`src/rtl/trace_pkg.sv`:
```
// trace_pkg: shared opcode, error and parser-state types plus ASCII constants for the trace parser
package trace_pkg;
  typedef enum logic [3:0] {
    RD_DATA   = 4'd0,
    WR_DATA   = 4'd1,
    RD_INSTR  = 4'd2,
    INVAL     = 4'd3,
    SNOOP_RFO = 4'd4,
    CLEAR     = 4'd8,
    PRINT     = 4'd9
  } op_e;
  typedef enum logic [2:0] {
    ERR_NONE = 3'd0,
    BAD_OP   = 3'd1,
    BAD_CHAR = 3'd2,
    ADDR_OVF = 3'd3,
    NO_ADDR  = 3'd4
  } err_e;
  typedef enum logic [2:0] {
    LSTART = 3'd0,
    OP     = 3'd1,
    SEP    = 3'd2,
    ADDR   = 3'd3,
    TAIL   = 3'd4,
    SKIP   = 3'd5
  } state_e;
  localparam logic [7:0] LF  = 8'h0A;
  localparam logic [7:0] CR  = 8'h0D;
  localparam logic [7:0] SP  = 8'h20;
  localparam logic [7:0] TAB = 8'h09;
endpackage

```
`src/rtl/ascii_classify.sv`:
```
// ascii_classify: character class flags and hex nibble value for one ASCII byte
module ascii_classify
  import trace_pkg::*;
(
  input  logic [7:0] in_char,
  output logic       is_ws,
  output logic       is_lf,
  output logic       is_cr,
  output logic       is_dec,
  output logic       is_hex,
  output logic [3:0] nibble
);
  logic is_lo;
  logic is_up;
  assign is_ws  = in_char == SP || in_char == TAB;
  assign is_lf  = in_char == LF;
  assign is_cr  = in_char == CR;
  assign is_dec = in_char >= 8'h30 && in_char <= 8'h39;
  assign is_lo  = in_char >= 8'h61 && in_char <= 8'h66;
  assign is_up  = in_char >= 8'h41 && in_char <= 8'h46;
  assign is_hex = is_dec || is_lo || is_up;
  assign nibble = is_dec ? in_char[3:0] : in_char[3:0] + 4'd9;
endmodule

```
`src/rtl/trace_line_parser.sv`:
```
// trace_line_parser: streaming "<op> <hex addr>" line decoder with handshaked commands, error pulses and EOF handling
module trace_line_parser
  import trace_pkg::*;
#(
  parameter int         ADDR_W  = 32,
  parameter logic [9:0] OP_MASK = 10'b11_0001_1111,
  parameter int         LINE_W  = 16
) (
  input  logic              clk,
  input  logic              rst_n,
  input  logic              in_valid,
  output logic              in_ready,
  input  logic [7:0]        in_char,
  input  logic              in_eof,
  output logic              out_valid,
  input  logic              out_ready,
  output logic [3:0]        out_op,
  output logic [ADDR_W-1:0] out_addr,
  output logic [LINE_W-1:0] out_line,
  output logic              err_valid,
  output logic [2:0]        err_code,
  output logic [LINE_W-1:0] err_line,
  output logic              done,
  output logic [LINE_W-1:0] cmd_count
);
  localparam int ND = ADDR_W / 4;
  localparam int CW = $clog2(ND + 2);
  logic              is_ws;
  logic              is_lf;
  logic              is_cr;
  logic              is_dec;
  logic              is_hex;
  logic [3:0]        nib;
  logic [15:0]       legal_set;
  logic              legal;
  logic              acc;
  logic              ovf;
  logic              emit;
  err_e              err;
  logic [ADDR_W-1:0] addr_sh;
  state_e            state_q, state_d;
  logic [3:0]        op_q, op_d;
  logic [ADDR_W-1:0] addr_q, addr_d;
  logic [CW-1:0]     cnt_q, cnt_d;
  logic [LINE_W-1:0] line_q, line_d;
  logic              out_valid_q, out_valid_d;
  logic [3:0]        out_op_q, out_op_d;
  logic [ADDR_W-1:0] out_addr_q, out_addr_d;
  logic [LINE_W-1:0] out_line_q, out_line_d;
  logic              err_valid_q, err_valid_d;
  err_e              err_code_q, err_code_d;
  logic [LINE_W-1:0] err_line_q, err_line_d;
  logic              done_q, done_d;
  logic [LINE_W-1:0] cmd_q, cmd_d;
  ascii_classify u_cls (
    .in_char(in_char),
    .is_ws  (is_ws),
    .is_lf  (is_lf),
    .is_cr  (is_cr),
    .is_dec (is_dec),
    .is_hex (is_hex),
    .nibble (nib)
  );
  assign legal_set = {6'b0, OP_MASK};
  assign legal     = legal_set[nib];
  assign in_ready  = !out_valid_q || out_ready;
  assign acc       = in_valid && in_ready;
  assign ovf       = is_hex && cnt_q == CW'(ND);
  assign addr_sh   = ADDR_W'({addr_q, nib});
  always_comb begin
    state_d = state_q;
    op_d    = op_q;
    addr_d  = addr_q;
    cnt_d   = cnt_q;
    line_d  = line_q;
    emit    = 1'b0;
    err     = ERR_NONE;
    done_d  = 1'b0;
    if (acc && in_eof) begin
      state_d = LSTART;
      emit    = state_q == ADDR || state_q == TAIL;
      err     = state_q == OP || state_q == SEP ? NO_ADDR : ERR_NONE;
      done_d  = 1'b1;
    end else if (acc && !is_cr) begin
      line_d = is_lf ? line_q + LINE_W'(1) : line_q;
      case (state_q)
        LSTART: begin
          state_d = is_ws || is_lf ? LSTART : is_dec && legal ? OP : SKIP;
          err     = is_ws || is_lf ? ERR_NONE : !is_dec ? BAD_CHAR : legal ? ERR_NONE : BAD_OP;
          op_d    = nib;
        end
        OP: begin
          state_d = is_ws ? SEP : is_lf ? LSTART : SKIP;
          err     = is_ws ? ERR_NONE : is_lf ? NO_ADDR : BAD_CHAR;
        end
        SEP: begin
          state_d = is_ws ? SEP : is_hex ? ADDR : is_lf ? LSTART : SKIP;
          err     = is_ws || is_hex ? ERR_NONE : is_lf ? NO_ADDR : BAD_CHAR;
          addr_d  = ADDR_W'(nib);
          cnt_d   = CW'(1);
        end
        ADDR: begin
          state_d = is_ws ? TAIL : is_lf ? LSTART : is_hex && !ovf ? ADDR : SKIP;
          err     = ovf ? ADDR_OVF : is_ws || is_lf || is_hex ? ERR_NONE : BAD_CHAR;
          addr_d  = is_hex ? addr_sh : addr_q;
          cnt_d   = is_hex ? cnt_q + CW'(1) : cnt_q;
          emit    = is_lf;
        end
        TAIL: begin
          state_d = is_ws ? TAIL : is_lf ? LSTART : SKIP;
          err     = is_ws || is_lf ? ERR_NONE : BAD_CHAR;
          emit    = is_lf;
        end
        default: state_d = is_lf ? LSTART : SKIP;
      endcase
    end
    out_valid_d = emit || (out_valid_q && !out_ready);
    out_op_d    = emit ? op_q : out_op_q;
    out_addr_d  = emit ? addr_q : out_addr_q;
    out_line_d  = emit ? line_q : out_line_q;
    err_valid_d = err != ERR_NONE;
    err_code_d  = err_valid_d ? err : err_code_q;
    err_line_d  = err_valid_d ? line_q : err_line_q;
    cmd_d       = cmd_q + LINE_W'(emit);
  end
  always_ff @(posedge clk or negedge rst_n) begin
    if (!rst_n) begin
      state_q     <= LSTART;
      op_q        <= '0;
      addr_q      <= '0;
      cnt_q       <= '0;
      line_q      <= LINE_W'(1);
      out_valid_q <= 1'b0;
      out_op_q    <= '0;
      out_addr_q  <= '0;
      out_line_q  <= '0;
      err_valid_q <= 1'b0;
      err_code_q  <= ERR_NONE;
      err_line_q  <= '0;
      done_q      <= 1'b0;
      cmd_q       <= '0;
    end else begin
      state_q     <= state_d;
      op_q        <= op_d;
      addr_q      <= addr_d;
      cnt_q       <= cnt_d;
      line_q      <= line_d;
      out_valid_q <= out_valid_d;
      out_op_q    <= out_op_d;
      out_addr_q  <= out_addr_d;
      out_line_q  <= out_line_d;
      err_valid_q <= err_valid_d;
      err_code_q  <= err_code_d;
      err_line_q  <= err_line_d;
      done_q      <= done_d;
      cmd_q       <= cmd_d;
    end
  end
  assign out_valid = out_valid_q;
  assign out_op    = out_op_q;
  assign out_addr  = out_addr_q;
  assign out_line  = out_line_q;
  assign err_valid = err_valid_q;
  assign err_code  = err_code_q;
  assign err_line  = err_line_q;
  assign done      = done_q;
  assign cmd_count = cmd_q;
endmodule

```
`config.mk`:
```
export PLATFORM = sky130hd
export DESIGN_NAME = trace_line_parser
export DESIGN_NICKNAME = d
export VERILOG_FILES = /design/src/rtl/trace_pkg.sv /design/src/rtl/ascii_classify.sv /design/src/rtl/trace_line_parser.sv
export SDC_FILE = /design/constraint.sdc
export NUM_CORES = 1
export LEC_CHECK = 0
export CAP_MARGIN = 10
export CORE_MARGIN = 2
export CORE_UTILIZATION = 55
export CTS_CLUSTER_DIAMETER = 60
export DETAILED_ROUTE_END_ITERATION = 8
export DONT_BUFFER_PORTS = 1
export PLACE_DENSITY = 0.73
export SLEW_MARGIN = 20
export SYNTH_ARGS = -nofsm -noshare
export SYNTH_HDL_FRONTEND = slang
export SYNTH_SLANG_ARGS = --single-unit
```
`constraint.sdc`:
```
create_clock -name clk -period 2.51 [get_ports clk]
set_clock_uncertainty 0.05 [all_clocks]
set_input_delay 0.251 -clock clk [delete_from_list [all_inputs] [get_ports clk]]
set_output_delay 0.251 -clock clk [all_outputs]
set_load 0.1 [all_outputs]
```
# Yosys cells after proc, flatten, opt, wreduce, memory -nomap -nowiden
# Memory sizes are Yosys's and may differ from the RTL's.
# Index checks and enable logic that the tools add are counted.
word_totals:
  ff_bits: 149
  mem_bits_ro: 16
  input_bits: 13
  out_inout_bits: 91
  word_cells: 105
  mem_count: 1
mem_list:
  columns: ["name", "depth", "width", "rd", "rd_clocked_by_memory_dff", "write_ports", "line_no", "source"]
  rows:
  - ["(no name shown)", 16, 1, 1, 0, 0, "trace_line_parser.sv:65", "assign legal = legal_set[nib];"]
op_classes:
  addsub: 4
  n_lt_le_gt_ge: 7
  eq_ne: 10
  n_mux: 36
  bitwise_logic: 1
  n_reduce_logical: 32
op_table:
  columns: ["op", "n"]
  rows:
  - ["$pmux W32 S2", 1]
  - ["$mux W3", 18]
  - ["$mux W32", 1]
  - ["$pmux W3 S5", 2]
  - ["$eq A8 B4 Y1 const B", 3]
  - ["$add A16 B1 Y16", 1]
  - ["$add A16 B1 Y16 const B", 1]
  - ["$ge A8 B7 Y1 const B", 2]
  - ["$le A8 B7 Y1 const B", 2]
  - ["$logic_and A1 B1 Y1", 10]
  - ["$logic_or A1 B1 Y1", 10]
  - ["$mux W2", 5]
  - ["$eq A8 B6 Y1 const B", 1]
  - ["$ge A8 B6 Y1 const B", 1]
  - ["$le A8 B6 Y1 const B", 1]
  - ["$mux W4", 2]
  - ["$pmux W4 S2", 1]
  - ["$eq A3 B2 Y1 const B", 2]
  - ["$mux W1", 6]
  - ["$reduce_and A3 Y1", 2]
  - ["$lt A4 B5 Y1 const B", 1]
  - ["$add A4 B1 Y4 const B", 1]
  - ["$add A4 B4 Y4 const B", 1]
  - ["$eq A4 B4 Y1 const B", 1]
  - ["10 further kinds", 14]

# Logic depth before layout (Yosys ltp)
logic_depth:
  ltp_word: 13
  depth_mapped: 14
  mapped_depth_nobuf: 12

# Modules after synthesis
# A second synthesis with hierarchy kept.
unflattened:
  cells_unflattened: 534
  area_unflattened_um2: 6593.8
by_module_without_submodules:
  columns: ["module", "instances", "cells_each", "area_per_inst_um2", "seq_area_each_um2"]
  rows:
  - ["trace_line_parser", 1, 502, 6314.8, 3729.8]
  - ["ascii_classify", 1, 32, 279.0, 0.0]

# Least setup slack after synthesis
# No wires, ideal clock.
synth_path:
  kind: "register to register"
  from: "register out_valid_q, in the netlist out_valid"
  to: "register cmd_q[14], in the netlist cmd_count[14]"
  setup_time_ns: 0.158
  t_arrival_ns: 3.939
  required_ns: 2.302
  path_slack_ns: -1.638
  path_stages_with_launch: 13
  n_path_buf: 1
  period_less_slack_ns: 4.148
  path_cell_list: "dfrtp_1 > nand2b_1 > nand3_1 > nor2_1 > o2bb2ai_1 > buf_2 > inv_1 > ha_1 > ha_1 > nand3_1 > nor2_1 > nand4_1 > xnor2_1"
synth_via:
  elab_chain_cells: 7
  word_cells_on_any_way: 8
  cone_classes: "1 x add/sub; 2 x mux; 5 x reduce/logical"
synth_rtl:
  columns: ["item", "line_no", "source"]
  rows:
  - ["start: declaration", "trace_line_parser.sv:46", "logic out_valid_q, out_valid_d;"]
  - ["start signal: assignment", "trace_line_parser.sv:148", "out_valid_q <= out_valid_d;"]
  - ["$logic_not A1 Y1 (*)", "trace_line_parser.sv:66", "assign in_ready = !out_valid_q || out_ready;"]
  - ["$logic_or A1 B1 Y1 (*)", "trace_line_parser.sv:66", null]
  - ["via in_ready", "trace_line_parser.sv:12", "output logic in_ready,"]
  - ["$logic_and A1 B1 Y1 (*)", "trace_line_parser.sv:67", "assign acc = in_valid && in_ready;"]
  - ["$logic_and A1 B1 Y1", "trace_line_parser.sv:84", "end else if (acc && !is_cr) begin"]
  - ["$mux W1", "trace_line_parser.sv:84", null]
  - ["$mux W1 (*)", "trace_line_parser.sv:79", "if (acc && in_eof) begin"]
  - ["via emit", "trace_line_parser.sv:38", "logic emit;"]
  - ["$add A16 B1 Y16 (*)", "trace_line_parser.sv:124", "cmd_d = cmd_q + LINE_W'(emit);"]
  - ["via cmd_d[14]", "trace_line_parser.sv:54", "logic [LINE_W-1:0] cmd_q, cmd_d;"]
  - ["end signal: assignment", "trace_line_parser.sv:156", "cmd_q <= cmd_d;"]
  - ["end: declaration", "trace_line_parser.sv:54", null]
# The timed path passes the listed nets; every way through them passes the cells marked *.
# A chain may end at the register's enable or synchronous reset.

# Worst setup path in the final report
layout_path:
  from: "register state_q[0]"
  to: "register err_code_q[0], in the netlist err_code[0]"
layout_via:
  elab_chain_cells: 5
  word_cells_on_any_way: 11
  cone_classes: "4 x eq/ne; 4 x mux; 3 x reduce/logical"
layout_rtl:
  columns: ["item", "line_no", "source"]
  rows:
  - ["start: declaration", "trace_line_parser.sv:41", "state_e state_q, state_d;"]
  - ["start signal: assignment", "trace_line_parser.sv:143", "state_q <= state_d;"]
  - ["$eq A3 B3 Y1 (tied with other cells)", "trace_line_parser.sv:86", "case (state_q)"]
  - ["$pmux W3 S5 or $logic_or A1 B1 Y1 (tied branches)", "trace_line_parser.sv:86, trace_line_parser.sv:82", null]
  - ["$mux W3, on equally long branches", "trace_line_parser.sv:84, trace_line_parser.sv:82", null]
  - ["$mux W3 (*)", "trace_line_parser.sv:79", null]
  - ["$reduce_bool A3 Y1", "trace_line_parser.sv:121", "err_valid_d = err != ERR_NONE;"]
  - ["end signal: assignment", "trace_line_parser.sv:153", "err_code_q <= err_code_d;"]
  - ["end: declaration", "trace_line_parser.sv:51", "err_e err_code_q, err_code_d;"]
# Every way passes the cells marked *; elsewhere a longest branch is shown, timed or not.

==> out/qor.yml <==
global_routing:
  grt_usage: 0.235
  antenna_found_initial: 0
  grt_max_degree: 150
  grt_pass1_wl_um: 24300
  grt_pass1_vias: 4824
  grt_overflow_total: 0
floorplan:
  dieWidth_um: 116
  dieHeight_um: 116
  initial_core_util: 0.567
  top_level_ports: 104
  rows: 40
  dieArea_um2: 13400
  core_um2: 12100
layout:
  fin_area_um2: 8090
  drive_above_1_share: 0.172
  area_delta_synth_final_pct: 17.8
  final_cells: 850
  nets: 693
  diodes: 0
synth:
  synthArstFlopShare: 1.00
  synthFlopType: "dfrtp_1"
  synthTopCellsByArea: "dfrtp_1 (54%), mux2_1 (7.9%), nand2_1 (5.1%), nand3_1 (4.7%), xnor2_1 (2.8%)"
  syn_avg_cell_area_um2: 10.8
  synth_cells: 634
  ys_ff_latch: 149
  seq_area_frac_synth: 0.543
  netlist.top_cell.by_area: "dfrtp_1"
  synth_area_um2: 6870
  synth-edff-count: 0
  synth.distinct_cells: 65
  ys_warn_count: 0
  synth_top_area_frac: 0.539
  syn_nets: 657
cts:
  cts_buffers: 17
  cts_resized: 0
  cts.sink_count: 149
  clkLatencyLatePin_ns: 0.42
  path_clk_slew_ns: 0.06
  htree_levels: 4
  postCtsHoldBufs: 1
  clk_path_buf_depth: 2
  cts_tree: "built"
  root_buffer: "clkbuf_16"
  postCtsSetupRepairBufs: 0
sta:
  period_minus_slack_ns: 2.17
  finalCritPeriodShare: 0.865
  relSlewSlack: 0.371
  setup_viol: 0
  rsz0062_at_grt: "no"
  hold_ws_ns: -0.524
  hold_viol_final: 149
  max_slew.worst_pin.slew_ns: 0.944
  slew_viol_final: 0
  fmaxAchievable_ghz: 0.461
  finalSetupTns_ns: 0
routing:
  drt-total-wl_um: 15100
  routed_via_density: 5.92
  wl_per_cell_um: 17.7
  drt_iter0_drc: 397
  drc: 0
  final_antenna_net_count: 0
  dr_total_vias: 5029
  dr.pass1.iters: 5
placement:
  portBuffers: 0
  gp_congestion: 0.910
  postPlaceCellArea_um2: 7510
  place_inst: 818
  dp_hpwl_um: 9990
status:
  violations: "hold timing"
  status: "finished, violations left"
setup_path:
  r2r-start: "state_q[0]"
  startpoint_type: "register"
  rrSetupSlack_ns: 0.34
  cp.required_ns: 2.77
  r2r_end: "err_code[0]"
  end_kind: "register"
  ff2ff_path_depth: 6
  crit_type: "register to register"
  arrival_ns: 2.43
  worstPathMaxFanout: 17
power_and_ir_drop:
  p_total_mw: 6.20
  ir_drop_v: 0.000787
  power_density_nw_per_um2: 767
  leakage_nw: 3.91
min_path:
  min_path_type: "primary input to async pin"
job:
  max_cap_viol_count: 0
through the flow:
step | worst slack, ns | util | hold WS [ns]
final | 0.339 | 0.668 | -0.524
after global routing | 0.200 | 0.668 | -0.550
after CTS | 0.361 | 0.668 | -0.547
after detailed placement | 0.137 | 0.620 | -0.0916
after global placement | 0.157 | 0.620 | -0.0914
after floorplan | -0.177 | - | -0.0946
worst max path at each step:
stage          startpoint             to  slack, ns  cells past startpoint
3_3_place_gp   in_char[1]    err_code[0]       0.16                      9
4_1_cts        state_q[0]  cmd_count[15]       0.36                      9
2_1_floorplan   out_valid  cmd_count[14]      -0.18                     12
3_5_place_dp   in_char[0]       cnt_q[2]       0.14                     10
5_1_grt        state_q[1]  cmd_count[15]       0.20                      9
6_report       state_q[0]    err_code[0]       0.34                      6
final cells by class:
type,count,area (um^2)
clock buffer,20,467
clock inverter,11,100
fill,932,4020
inverter,12,45.0
multi-input combinational,436,3060
sequential,149,3730
tap,168,210
timing repair buffer,54,470
worst max-delay path, stage by stage (launching register included):
cell      delay, ns
dfrtp_1        0.51
o21ai_1        0.21
nor3b_1        0.53
o2111a_1       0.35
buf_12         0.16
nor2_1         0.07
a21o_1         0.17
state kept, by name, summed over array words and instances, names as in the netlist:
name,flops
cnt_q,4
cmd_count,16
out_addr,32
err_valid,1
err_line,16
op_q,4
err_code,3
addr_q,32
line_q,16
out_op,4
state_q,3
out_line,16
out_valid,1
done,1
cell usage in the layout, fill, tap and decap left out, types with 6 or more instances in the layout:
master,n
xor2_1,9
o21ai_0,25
o21ai_1,12
clkbuf_16,17
nand3_1,62
a21oi_1,11
inv_1,11
ha_1,8
nand4_1,6
o2111ai_1,17
xnor2_1,22
and3_1,6
mux2_1,48
mux2_2,6
nand2_1,94
buf_4,48
nor2_1,19
o211ai_1,16
dfrtp_1,147
cells in the mapped netlist (all sizes together) (11+ instances only):
| library cell | number |
|---|---|
| dfrtp | 148 |
| nand2 | 94 |
| nand3 | 64 |
| mux2 | 54 |
| o21ai | 37 |
| clkbuf | 26 |
| nor2 | 23 |
| xnor2 | 22 |
| o2111ai | 18 |
| o211ai | 16 |
| a21oi | 12 |
| inv | 12 |
| buf | 11 |
report_power, final:
part | switching, mW | internal [mW] | total (mW)
Combinational | 0.483 | 0.208 | 0.691
Sequential | 0.566 | 2.53 | 3.09
Clock | 0.983 | 1.44 | 2.42
Total | 2.03 | 4.17 | 6.20
logic make-up after synthesis:
logic type | Yosys count | share of synthesized area
and+or+nand+nor | 230 | 0.165
buffers and inverters | 49 | 0.0286
DFF | 149 | 0.543
AOI/OAI and AO/OA | 110 | 0.115
muxes | 55 | 0.0900
adders and majority gates | 10 | 0.0182
xor gates and xnor gates | 31 | 0.0395
routing by layer:
| metal | part of all wire | up-vias | wire [um] | GRT usage |
|---|---|---|---|---|
| li1 | - | 2343 | - | - |
| met1 | 0.42 | 2494 | 6370 | 0.299 |
| met2 | 0.49 | 160 | 7410 | 0.381 |
| met3 | 0.065 | 32 | 978 | 0.0696 |
| met4 | 0.021 | 0 | 323 | 0.0952 |
| met5 | 0 | - | 0 | 0 |
Power figures use the tool's default switching activity.
